==> src/rtl/acc_drain.sv <==
// acc_drain: pops Len words from an upstream FIFO, sums them into a signed
// AccWidth accumulator with sticky overflow, then holds the result until
// the downstream side accepts it.
module acc_drain #(
    parameter int DataWidth  = 32,
    parameter int AccWidth   = 40,
    parameter int CountWidth = 8
) (
    input  logic                  clk,
    input  logic                  aclr_n,
    input  logic                  Start,
    input  logic [CountWidth-1:0] Len,
    input  logic                  Empty,
    input  logic [DataWidth-1:0]  FifoData,
    output logic                  Pop,
    output logic [AccWidth-1:0]   Sum,
    output logic                  SumValid,
    input  logic                  SumReady,
    output logic                  Busy,
    output logic                  Ovf
);

    localparam int ExtWidth = AccWidth - DataWidth;

    typedef enum logic [1:0] {
        IDLE  = 2'd0,
        DRAIN = 2'd1,
        DONE  = 2'd2
    } state_t;

    state_t                state;
    logic [CountWidth-1:0] remaining;
    logic                  pop_d;
    logic [AccWidth-1:0]   acc;
    logic                  ovf_q;
    logic                  sum_valid_q;

    logic [AccWidth-1:0]   addend;
    logic [AccWidth-1:0]   acc_sum;
    logic                  add_ovf;

    // Sign-extend the FIFO word and flag signed overflow of the addition:
    // operands agree in sign but the result does not.
    assign addend  = {{ExtWidth{FifoData[DataWidth-1]}}, FifoData};
    assign acc_sum = acc + addend;
    assign add_ovf = (acc[AccWidth-1] == addend[AccWidth-1]) &&
                     (acc_sum[AccWidth-1] != acc[AccWidth-1]);

    // Pop only while words are still owed and the FIFO has one to give.
    assign Pop      = (state == DRAIN) && (remaining != '0) && !Empty;
    assign Busy     = (state != IDLE);
    assign Sum      = acc;
    assign Ovf      = ovf_q;
    assign SumValid = sum_valid_q;

    // Job control, word counting and accumulation.
    always_ff @(posedge clk or negedge aclr_n) begin
        if (!aclr_n) begin
            state       <= IDLE;
            remaining   <= '0;
            pop_d       <= 1'b0;
            acc         <= '0;
            ovf_q       <= 1'b0;
            sum_valid_q <= 1'b0;
        end else begin
            case (state)
                IDLE: begin
                    pop_d <= 1'b0;
                    if (Start) begin
                        remaining <= Len;
                        acc       <= '0;
                        ovf_q     <= 1'b0;
                        if (Len != '0) begin
                            state <= DRAIN;
                        end else begin
                            state       <= DONE;
                            sum_valid_q <= 1'b1;
                        end
                    end
                end
                DRAIN: begin
                    pop_d <= Pop;
                    if (Pop) begin
                        remaining <= remaining - 1'b1;
                    end
                    if (pop_d) begin
                        acc <= acc_sum;
                        if (add_ovf) begin
                            ovf_q <= 1'b1;
                        end
                    end
                    // Once nothing is owed, the only outstanding word is the
                    // one being added on this edge (if pop_d), so the result
                    // is final after this edge.
                    if (remaining == '0) begin
                        state       <= DONE;
                        sum_valid_q <= 1'b1;
                    end
                end
                DONE: begin
                    pop_d <= 1'b0;
                    if (SumReady) begin
                        state       <= IDLE;
                        sum_valid_q <= 1'b0;
                    end
                end
                default: begin
                    state       <= IDLE;
                    sum_valid_q <= 1'b0;
                    pop_d       <= 1'b0;
                end
            endcase
        end
    end

endmodule

==> config.mk <==
export PLATFORM = sky130hd
export DESIGN_NAME = acc_drain
export DESIGN_NICKNAME = d
export VERILOG_FILES = /design/src/rtl/acc_drain.sv
export SDC_FILE = /design/constraint.sdc
export NUM_CORES = 1
export LEC_CHECK = 0
export ABC_AREA = 1
export BUFFER_PORTS_ARGS = -buffer_cell sky130_fd_sc_hd__buf_2
export CORE_MARGIN = 4
export CORE_UTILIZATION = 52
export DETAILED_ROUTE_END_ITERATION = 8
export PLACE_DENSITY = 0.78
export SLEW_MARGIN = 20
export SYNTH_ARGS = -nofsm -noshare
export SYNTH_HDL_FRONTEND = slang
export SYNTH_SLANG_ARGS = --single-unit
==> constraint.sdc <==
create_clock -name clk -period 1.8 [get_ports clk]
set_clock_uncertainty 0.1 [all_clocks]
set_input_delay 0.09 -clock clk [delete_from_list [all_inputs] [get_ports clk]]
set_output_delay 0.09 -clock clk [all_outputs]
set_load 0.1 [all_outputs]
==> metrics.md, run 1 <==
| Metric | Value |
|---|---|
| Status | `did not finish` |
| Failing step | `5_1_grt` |
| Error msg | `[ERROR GRT-0232] Routing congestion too high. Check the congestion heatmap in the GUI.` |
| Top post-synthesis cells by area | `dfrtp_1, nand2_1, ha_1, inv_1, nor2_1` |
| Clk sink count | `53` |
| Number of port buffers | `88` |
| Grt ovf | `69` |
| Warnings from Yosys | `0` |
| Syn avg cell area | `6.293 sq um` |
| Sequential-to-total area share from yosys stat | `0.2567` |
| CTS Root Cell | `clkbuf_8` |
| Pin count of the biggest net entering global routing | `21` |
| Num ports | `89` |
| Ys flop type | `dfrtp_1` |
| Synthesized flop and latch total | `53` |
| CTS Buffer Depth | `2` |
| Die Span Y | `107.7 um` |
| Cell Area, Synth | `5166 sq um` |
| Worst ep type | `sequential cell input` |
| Dpl hpwl | `15390 um` |
| Die X | `107.7 um` |
| Worst setup endpoint GRT | `Sum[37]$_DFFE_PN0P_/D` |
| Async SR Flop Fraction | `1.000` |
| Pre-CTS setup slack | `-0.3103 ns` |
| Gp weighted congestion | `1.020` |
| FP Rows | `36` |
| Yosys top cell by area | `dfrtp_1` |
| Syn_nets | `908` |
| Post-synth EDFFs | `0` |
| Num CTS Buffers | `5` |
| Initial core utilization | `0.5310` |
| Placed Instances | `1157` |
| Post-Synthesis Cells | `821` |
| Library cells used by synthesis | `44` |
| Total GRT Usage | `0.7293` |
| H-tree depth | `2` |
| Yosys top cell area share | `0.2567` |
-- Yosys cell counts, drive strengths merged (2+ instances only) --
library cell and count:
nand2 282, inv 101, nor2 100, o21ai 67
a21oi 62, dfrtp 53, nand3 47, ha 41
nand4 13, nor3 8, buf 7, o21bai 7
or2 6, a31oi 3, clkbuf 3, nor4 3
a32o 2, o211ai 2, o21a 2, o221ai 2
o31ai 2
-- layer usage --
metal / overflow / global-route usage
met1: 0 / 0.7327
met2: 44 / 0.9196
met4: 25 / 0.7782
met5: 0 / 0.1286
met3: 0 / 0.5099
-- kinds of logic after synthesis --
logic type / count (synthesis) / synth area share
adders and majority gates: 42 / 0.1032
xor gates and xnor gates: 1 / 0.001696
DFF: 53 / 0.2567
AOI/OAI and AO/OA: 153 / 0.1749
and+or+nand+nor: 461 / 0.3781
buffers and inverters: 111 / 0.08549
-- metrics by stage --
stage | hold slack [ns] | cell area [sq um]
after floorplan | -0.3056 | 6163
after detailed placement | -0.03175 | 7674
after global placement | -0.04178 | 7674
after CTS | 0.01053 | 8531
-- repair_timing --
action,CTS
resized for setup,126
hold buffers,7
pin swaps,82
buffers inserted,32
setup endpoints to repair,37
hold endpoints to repair,23
==> run 2: changes to the inputs <==
CORE_UTILIZATION = 40   (was 52)
PLACE_DENSITY = default   (was 0.78)
PLACE_DENSITY_LB_ADDON = 0.15   (was default)
clock period = 2.35 ns   (was 1.8 ns; I/O delays follow)
==> metrics.md, run 2 <==
| Metric | Value |
|---|---|
| Met3 WL | `863 um` |
| Most common cell after layout, fill and taps aside | `nand2_1` |
| Antenna fix cells | `0` |
| DR WL/cell | `14.93 um` |
| Crit path required time | `2.46 ns` |
| Most frequent cells after synthesis | `nand2_1, inv_1, nor2_1, a21oi_1, dfrtp_1` |
| Grt ovf | `0` |
| Period utilisation layout | `0.9423` |
| Crit Path Class | `reg -> reg` |
| Vias per inst | `5.048` |
| Initial core utilization | `0.4094 (-0.1216)` |
| Min-delay worst type | `in -> reg` |
| Max Cap Viol | `0` |
| RSZ-0062 raised after global routing | `yes` |
| Top post-synthesis cells by area | `dfrtp_1, nand2_1, ha_1, inv_1, nor2_1` |
| Final WL | `16400 um` |
| Max FO, Critical Path | `5` |
| Post-CTS setup buffer count | `0 (-100%)` |
| Vias in the first global route | `5246` |
| Routed Antenna Nets | `0` |
| FP Rows | `41 (+14%)` |
| Worst Setup End Kind | `register` |
| Final hold viol count | `0` |
| Final std cells w/o fill | `1098` |
| Max stage delay on crit path | `0.42 ns` |
| Clock Latency Late Sink | `0.32 ns` |
| Placed Instances | `1085 (-6.2%)` |
| Top layer in use | `met4` |
| P_sw | `0.005905 W` |
| CTS Buffer Depth | `2 (unchanged)` |
| Clock power share | `0.082` |
| Core ar. | `12620 sq um` |
| Yosys top cell by area | `dfrtp_1` |
| Gp weighted congestion | `0.9483 (-7.0%)` |
| Sequential-to-total area share from yosys stat | `0.2567 (unchanged)` |
| Cell Area, Synth | `5166 sq um (unchanged)` |
| Most frequent cell after synthesis | `nand2_1` |
| Clock-pin slew on the worst setup and hold paths | `0.08 ns` |
| Synthesized flop and latch total | `53 (unchanged)` |
| Crit-path cells | `ha_1 > fa_2 > nand2_2 > nor3_2 > nor2_2 > o21ai_4 > or2_2 > nand3_1 > nand2_1` |
| Syn_nets | `908 (unchanged)` |
| Residual DRC | `0` |
| Nets@finish | `1012` |
| CTS tree | `yes` |
| Pin count of the biggest net entering global routing | `46` |
| Sequential Power Share | `0.179` |
| Slew @ Worst Pin | `0.6404 ns` |
| Achievable Freq | `451.6 MHz` |
| Pwr/cell area | `1500 nW/um^2` |
| VDD IR max | `0.9759 mV` |
| Vias | `5543` |
| Dpl hpwl | `13340 um (-13%)` |
| Library cells used by synthesis | `44 (unchanged)` |
| Post-Synthesis Cells | `821 (unchanged)` |
| Status | `finished clean` |
| Most frequent cells in the layout | `nand2_1, inv_1, nor2_1, buf_2, a21oi_1` |
| # fillers | `1380` |
| CTS Root Cell | `clkbuf_16` |
| Total design power | `0.009373 W` |
| Worst relative slew slack | `0.5730` |
| Die Span Y | `121.6 um (+13%)` |
| Yosys top cell area share | `0.2567 (unchanged)` |
| Startpoint types | `register` |
| Detailed Routing Iterations Pass 1 | `5` |
| CP max stage cell | `dfrtp_2` |
| Num ports | `89 (unchanged)` |
| Syn avg cell area | `6.293 sq um (unchanged)` |
| Async SR Flop Fraction | `1.000 (unchanged)` |
| Logic gate share of total power | `0.740` |
| Static leakage | `3.333 nW` |
| Met2 routed WL | `7313 um` |
| Synth-to-Final Area Change | `20.93%` |
| 1st-iter DRT viols | `327` |
| Ys flop type | `dfrtp_1` |
| Sw Share | `0.6300` |
| Num CTS Buffers | `5 (unchanged)` |
| Post-synth EDFFs | `0 (unchanged)` |
| WP data arrival | `2.32 ns` |
| Fraction of layout cells with a size suffix above 1 | `0.2203` |
| Warnings from Yosys | `0 (unchanged)` |
| Finish-stage setup viols | `0` |
| Initial antenna violation count | `0` |
| H-tree depth | `2 (unchanged)` |
| Max reg flops | `40` |
| Die X | `121.6 um (+13%)` |
| Wl on met1 | `7999 um` |
| Total GRT Usage | `0.2233` |
| Final Slew Violations | `0` |
| Fin Hold WS | `0.009915 ns` |
| Area of the die | `14800 sq um` |
| First-pass GRT wire length | `26190 um` |
| Number of port buffers | `88 (unchanged)` |
| Clk sink count | `53 (unchanged)` |
| Cell Int Power | `0.003468 W` |
| Tmin final | `2.214 ns` |
## run 2: cell counts after synthesis
Identical to the previous run, type by type.
## run 2: path summary, 6_finish.rpt
check	cells after the start	from	to	slack (ns)
setup / recovery	9	Sum[0]	Sum[14]	0.14
hold / removal	3	Len[1]	remaining[1]	0.01
setup reg to reg	9	Sum[0]	Sum[14]	0.14
hold reg to reg	2	SumValid	SumValid	0.40
max in group asynchronous	3	aclr_n	Sum[2]	1.33
min in group asynchronous	2	aclr_n	Sum[14]	0.22
## run 2: final cells by class
| type | count | area, sq um | share of cell area |
|---|---|---|---|
| flip-flops and latches | 53 | 1359 | 0.2175 |
| multi-input cells | 657 | 3516 | 0.5628 |
| well taps | 172 | 215.2 | 0.03445 |
| repair buffers | 107 | 635.6 | 0.1017 |
| clock inverters | 3 | 17.52 | 0.002804 |
| inverters | 101 | 379.1 | 0.06069 |
| clock buffers | 5 | 125.1 | 0.02003 |
## run 2: cell families (layout without fill, tap and decap cells)
kind of cell               count (synthesis)  count (layout)  synth area share
xor gates and xnor gates                   1               1          0.001696
AOI/OAI and AO/OA                        153             153            0.1749
buffers and inverters                    111             216           0.08549
and+or+nand+nor                          461             461            0.3781
DFF                                       53              53            0.2567
adders and majority gates                 42              42            0.1032
## run 2: what timing repair did
| action | CTS | global route |
|---|---|---|
| hold buffers | 5 | 0 |
| hold endpoints to repair | 25 | 0 |
| gates resized for setup | 0 | 23 |
| setup endpoints to repair | 0 | 14 |
## run 2: power groups by stage
stage          Clock [W]  Combinational [W]  Sequential [W]
5_1_grt         0.000828            0.00754         0.00174
2_1_floorplan          0            0.00321         0.00376
6_report        0.000767            0.00693         0.00167
4_1_cts         0.000786            0.00680         0.00166
3_3_place_gp           0            0.00681         0.00166
3_5_place_dp           0            0.00678         0.00167
## run 2: per-layer routing
metal  global-route usage  vias up
met5                    0        -
li1                     -     2886
met1               0.3114     2513
met2               0.3596      127
met4              0.05602        0
met3              0.03946       17
## run 2: worst max-delay path, delay by kind of cell, from the launching register on
family | cells | cell delay, ns
simple gates | 6 | 0.83
fa+ha+maj | 2 | 0.64
flops | 1 | 0.42
compound gates | 1 | 0.12
## run 2: stage by stage
step	util	cell area (sq um)	setup TNS, ns	worst slack (ns)
detailed placement	0.4705	5937	0	0.06746
CTS	0.4857	6130	0	0.05012
finish	0.4950	6247	0	0.1357
floorplan	-	5199	0	0.003311
global placement	0.4705	5937	0	0.09486
global route	0.4950	6247	-0.004279	-0.004279
No activity file was read; power rests on OpenSTA's default activity.
